[src/rtl/mem_arbiter_pkg.sv]
// Shared types and constants for the instruction/data memory bus arbiter.
package mem_arbiter_pkg;

    localparam int unsigned REG_BUS_W   = 32;
    localparam int unsigned ARB_STATE_W = 2;
    localparam int unsigned SEL_W       = 4;

    localparam logic [SEL_W-1:0] FETCH_SEL = 4'hF;

    typedef enum logic [ARB_STATE_W-1:0] {
        ARB_IDLE  = 2'd0,
        ARB_IBUS  = 2'd1,
        ARB_DBUS  = 2'd2,
        ARB_DRAIN = 2'd3
    } arb_state_e;

    typedef struct packed {
        logic                 we;
        logic [SEL_W-1:0]     sel;
        logic [REG_BUS_W-1:0] addr;
        logic [REG_BUS_W-1:0] wdata;
    } bus_cmd_t;

    // Instruction fetches are always full-word reads.
    function automatic bus_cmd_t fetch_cmd(input logic [REG_BUS_W-1:0] addr);
        bus_cmd_t c;
        c.we    = 1'b0;
        c.sel   = FETCH_SEL;
        c.addr  = addr;
        c.wdata = '0;
        return c;
    endfunction

    function automatic bus_cmd_t data_cmd(
        input logic                 we,
        input logic [SEL_W-1:0]     sel,
        input logic [REG_BUS_W-1:0] addr,
        input logic [REG_BUS_W-1:0] wdata
    );
        bus_cmd_t c;
        c.we    = we;
        c.sel   = sel;
        c.addr  = addr;
        c.wdata = wdata;
        return c;
    endfunction

endpackage

[src/rtl/mem_arbiter.sv]
// Shares one req/ack memory bus between the fetch and data ports, holding each
// port's stall request until its result has been consumed by the pipeline.
module mem_arbiter
    import mem_arbiter_pkg::*;
#(
    parameter bit DATA_FIRST = 1'b1
) (
    input  logic                 clk,
    input  logic                 rst,

    input  logic                 if_ce_i,
    input  logic [REG_BUS_W-1:0] if_addr_i,
    output logic [REG_BUS_W-1:0] if_data_o,
    output logic                 if_stallreq_o,
    input  logic                 if_hold_i,

    input  logic                 mem_ce_i,
    input  logic                 mem_we_i,
    input  logic [SEL_W-1:0]     mem_sel_i,
    input  logic [REG_BUS_W-1:0] mem_addr_i,
    input  logic [REG_BUS_W-1:0] mem_data_i,
    output logic [REG_BUS_W-1:0] mem_data_o,
    output logic                 mem_stallreq_o,
    input  logic                 mem_hold_i,

    input  logic                 flush_i,

    output logic                 bus_req_o,
    output logic                 bus_we_o,
    output logic [SEL_W-1:0]     bus_sel_o,
    output logic [REG_BUS_W-1:0] bus_addr_o,
    output logic [REG_BUS_W-1:0] bus_wdata_o,
    input  logic                 bus_ack_i,
    input  logic [REG_BUS_W-1:0] bus_rdata_i
);

    arb_state_e           state_q, state_d;
    logic                 i_done_q, i_done_d;
    logic                 d_done_q, d_done_d;
    logic                 bus_req_q, bus_req_d;
    bus_cmd_t             cmd_q, cmd_d;
    logic [REG_BUS_W-1:0] if_data_q, if_data_d;
    logic [REG_BUS_W-1:0] mem_data_q, mem_data_d;

    logic                 if_elig;
    logic                 mem_elig;
    logic                 issue_data;
    logic                 issue_fetch;

    // Stall requests must not look at the hold inputs, or ctrl closes a loop.
    always_comb begin
        if_elig        = if_ce_i && !i_done_q;
        mem_elig       = mem_ce_i && !d_done_q;
        if_stallreq_o  = !rst && if_elig;
        mem_stallreq_o = !rst && mem_elig;
    end

    always_comb begin
        state_d    = state_q;
        bus_req_d  = bus_req_q;
        cmd_d      = cmd_q;
        if_data_d  = if_data_q;
        mem_data_d = mem_data_q;

        i_done_d    = i_done_q && if_hold_i;
        d_done_d    = d_done_q && mem_hold_i;
        issue_data  = mem_elig && (DATA_FIRST || !if_elig);
        issue_fetch = if_elig && !issue_data;

        unique case (state_q)
            ARB_IDLE: begin
                if (!flush_i) begin
                    if (issue_data) begin
                        cmd_d     = data_cmd(mem_we_i, mem_sel_i, mem_addr_i, mem_data_i);
                        bus_req_d = 1'b1;
                        state_d   = ARB_DBUS;
                    end else if (issue_fetch) begin
                        cmd_d     = fetch_cmd(if_addr_i);
                        bus_req_d = 1'b1;
                        state_d   = ARB_IBUS;
                    end
                end
            end
            ARB_IBUS, ARB_DBUS: begin
                if (bus_ack_i) begin
                    bus_req_d = 1'b0;
                    state_d   = ARB_IDLE;
                    // An ack coinciding with a flush belongs to a squashed access.
                    if (!flush_i) begin
                        if (state_q == ARB_IBUS) begin
                            if_data_d = bus_rdata_i;
                            i_done_d  = 1'b1;
                        end else begin
                            mem_data_d = bus_rdata_i;
                            d_done_d   = 1'b1;
                        end
                    end
                end else if (flush_i) begin
                    state_d = ARB_DRAIN;
                end
            end
            ARB_DRAIN: begin
                if (bus_ack_i) begin
                    bus_req_d = 1'b0;
                    state_d   = ARB_IDLE;
                end
            end
            default: begin
                state_d = ARB_IDLE;
            end
        endcase

        if (flush_i) begin
            i_done_d = 1'b0;
            d_done_d = 1'b0;
        end
    end

    always_ff @(posedge clk) begin
        if (rst) begin
            state_q    <= ARB_IDLE;
            i_done_q   <= 1'b0;
            d_done_q   <= 1'b0;
            bus_req_q  <= 1'b0;
            cmd_q      <= '0;
            if_data_q  <= '0;
            mem_data_q <= '0;
        end else begin
            state_q    <= state_d;
            i_done_q   <= i_done_d;
            d_done_q   <= d_done_d;
            bus_req_q  <= bus_req_d;
            cmd_q      <= cmd_d;
            if_data_q  <= if_data_d;
            mem_data_q <= mem_data_d;
        end
    end

    assign bus_req_o   = bus_req_q;
    assign bus_we_o    = cmd_q.we;
    assign bus_sel_o   = cmd_q.sel;
    assign bus_addr_o  = cmd_q.addr;
    assign bus_wdata_o = cmd_q.wdata;
    assign if_data_o   = if_data_q;
    assign mem_data_o  = mem_data_q;

endmodule

[config.mk]
export PLATFORM = sky130hd
export DESIGN_NAME = mem_arbiter
export DESIGN_NICKNAME = d
export VERILOG_FILES = /design/src/rtl/mem_arbiter_pkg.sv /design/src/rtl/mem_arbiter.sv
export SDC_FILE = /design/constraint.sdc
export NUM_CORES = 1
export LEC_CHECK = 0
export BUFFER_PORTS_ARGS = -buffer_cell sky130_fd_sc_hd__buf_2
export CELL_PAD_IN_SITES_DETAIL_PLACEMENT = 1
export CELL_PAD_IN_SITES_GLOBAL_PLACEMENT = 1
export CORE_MARGIN = 4
export CORE_UTILIZATION = 32
export DETAILED_ROUTE_END_ITERATION = 6
export PLACE_DENSITY_LB_ADDON = 0.1
export SLEW_MARGIN = 20
export SYNTH_ARGS = -nofsm -noshare
export SYNTH_HDL_FRONTEND = slang
export SYNTH_SLANG_ARGS = --single-unit
[constraint.sdc]
create_clock -name clk -period 2 [get_ports clk]
set_input_delay 0.2 -clock clk [delete_from_list [all_inputs] [get_ports clk]]
set_output_delay 0.2 -clock clk [all_outputs]
set_load 0.005 [all_outputs]
==> metrics.yaml <==
p_leak_uw: 0.00349
ys_seq_elements: 138
antenna_found_initial: 3
synth_area_per_cell_um2: 8.37
cts_buffers: 17
die_width_um: 138
cts.sinks: 138
syn_inst: 643
arrival_ps: 2110
slew_viol_final: 0
ant_nets: 0
synth_top_flop_cell: "dfxtp_1"
crit_end: "mem_data_o[28]"
path_cells: "inv_1 > ha_1 > nand2_1 > or3_1 > buf_6 > nand2_1 > a21oi_1"
via_count: 5533
r2r_cells: 7
setup_viol: 0
r2r_start: "state_q[0]"
nets: 1061
crit_type: "reg2reg"
drt-wirelength-per-cell_um: 16.3
track_usage: 0.194
root_buffer: "clkbuf_16"
clk_pin_slew_ps: 60
chipHeight_um: 138
die_area_mm2: 0.0190
wl_mm: 18.7
cpMostUsedCell: "nand2_1"
rows: 47
synthesis.nets: 789
synth_top_area_frac: 0.513
critPathMaxStageDelay_ps: 390
dp_hpwl_mm: 13.7
synth_edf_count: 0
cap_violations: 0
period_share: 0.907
grt_pass1_wl_mm: 28.8
gp_congestion: 0.795
clock_path_buffers: 2
synth_cell_type_count: 34
hold_viol_final: 0
synthesis.area_mm2: 0.00538
cts_tree: "yes"
seq_area_frac_synth: 0.513
core_mm2: 0.0165
yosys-top-cells-area: "dfxtp_1 (51%), nand2_1 (15%), a21oi_1 (8.1%)"
rsz0062_at_grt: "false"
firstDrtPassIters: 4
synth_largest_area_cell: "dfxtp_1"
cp-end-kind: "flip-flop"
worstPathRequired_ps: 2290
boundaryPins: 277
rr_endpoint: "mem_data_o[28]"
drcViolationCount: 0
min-delay-path-class: "in2reg"
grt_overflow: 0
min_period_ps: 1810
clk_latency_ps: 420
r2r_slack_ps: 190
htreeDepth: 4
finalSetupTns_ps: 0
worstPathMaxFanout: 32
cp.depth: 7
grt_pass1_vias: 5821
initial_core_util: 0.326
max_freq_ghz: 0.551
tightestPinTransition_ps: 551
grt_max_degree: 48
critPathBufInv: 2
seq_area_mm2: 0.00276
ir_drop_v: 0.000622
layout-drive-gt1-share: 0.371
slew_headroom: 0.632
power_density_mw_per_mm2: 1040
async_reset_ff_frac: 0
first_iter_violations: 158
startpoint_type: "flip-flop"
ys_warn_count: 0
fillers: 2058
status: "finished clean"
cp-startpoint: "state_q[0]"
multi_input_area_mm2: 0.00233
viasPerCell: 4.82
cp_slowest_cell: "dfxtp_1"
area_growth_pct: 43.3
critPathTopFamily: "simple AND/OR/NAND/NOR gates"
whs_ps: 28.6
finClkSkew_ps: 11.9
port-buffer-count: 276
utilization: 0.467
synth_common_cells: "nand2_1 (214), dfxtp_1 (138), a21oi_1 (87)"
yosysMostFrequentCell: "nand2_1"
## state kept, by name (all words and copies together), names as in the netlist
| register | count |
|---|---|
| state_q | 2 |
| d_done_q | 1 |
| if_data_o | 32 |
| mem_data_o | 32 |
| bus_sel_o | 4 |
| bus_addr_o | 32 |
| i_done_q | 1 |
| bus_we_o | 1 |
| bus_req_o | 1 |
| bus_wdata_o | 32 |
## worst min-delay path by stage
stage	start	to	slack, ps	cells past startpoint
2_1_floorplan	mem_data_i[21]	bus_wdata_o[21]	330	1
3_3_place_gp	mem_data_i[13]	bus_wdata_o[13]	410	2
3_5_place_dp	mem_data_i[15]	bus_wdata_o[15]	420	2
4_1_cts	mem_data_i[29]	bus_wdata_o[29]	5	2
5_1_grt	bus_rdata_i[6]	if_data_o[6]	20	3
6_report	bus_rdata_i[6]	if_data_o[6]	30	3
## report_power, final
part | switching, uW | leakage (uW) | total (uW) | internal [uW]
Clock | 1190 | 0.000310 | 3430 | 2240
Sequential | 133 | 0.00112 | 3130 | 3000
Combinational | 818 | 0.00205 | 1440 | 617
## kinds of logic (layout without fill, tap and decap cells)
group,Yosys count,after routing,synth area share
AND/OR/NAND/NOR,301,301,0.229
AO/OA/AOI/OAI,142,142,0.188
flip-flops,138,138,0.513
buffers and inverters,57,341,0.0586
adder cells (fa/ha/maj),5,5,0.0116
other,0,2,0
## cells in the final DEF (no fill, tap or decap), drive strengths merged, types with 3 or more instances in the layout
master and instances:
nor3 11, clkinv 4, nor2b 4, nor2 43
nand3 20, buf 292, a21oi 88, a22o 13
dlygate4sd3 13, nand2 214, nand2b 4, inv 6
clkbuf 20, a311oi 32, o21ai 3, dfxtp 138
ha 5, bufinv 5
## final cells by class
class	instances	share of cell area
Antenna cell	2	0.000649
Clock inverter	11	0.0251
Inverter	5	0.00243
Timing Repair Buffer	305	0.218
Clock buffer	20	0.0579
Sequential cell	138	0.358
Multi-Input combinational cell	448	0.302
Tap cell	220	0.0357
## through the flow
stage | cell area (um^2) | worst slack (ps) | total power [uW] | std cells
global placement | 6920 | 238 | 4550 | 1103
CTS | 7680 | 74.5 | 8110 | 1146
finish | 7710 | 186 | 7990 | 1149
global route | 7710 | 48.7 | 8400 | 1149
detailed placement | 6920 | 91.7 | 4620 | 1103
floorplan | 5380 | 371 | 4000 | 643
## layer usage
layer  global-route usage  wire (um)  vias up
li1                     -          -     2707
met1                0.216       7520     2601
met2                0.340       9370      193
met3               0.0555       1370       30
met4               0.0906        457        2
met5                    0          7        -
## repair_timing
item | CTS | global route
setup buffers | 0 | 0
hold buffers | 12 | 1
hold endpoints to repair | 12 | 1
resized for setup | 0 | 4
setup endpoints to repair | 0 | 29
## worst reg2reg max path: cells and delay by family, from the launching register on
| family | cells | cell delay (ps) |
|---|---|---|
| simple gates | 3 | 580 |
| fa+ha+maj | 1 | 350 |
| buf+inv | 2 | 310 |
| flops | 1 | 390 |
| compound gates | 1 | 70 |
(Power assumes the default switching activity.)
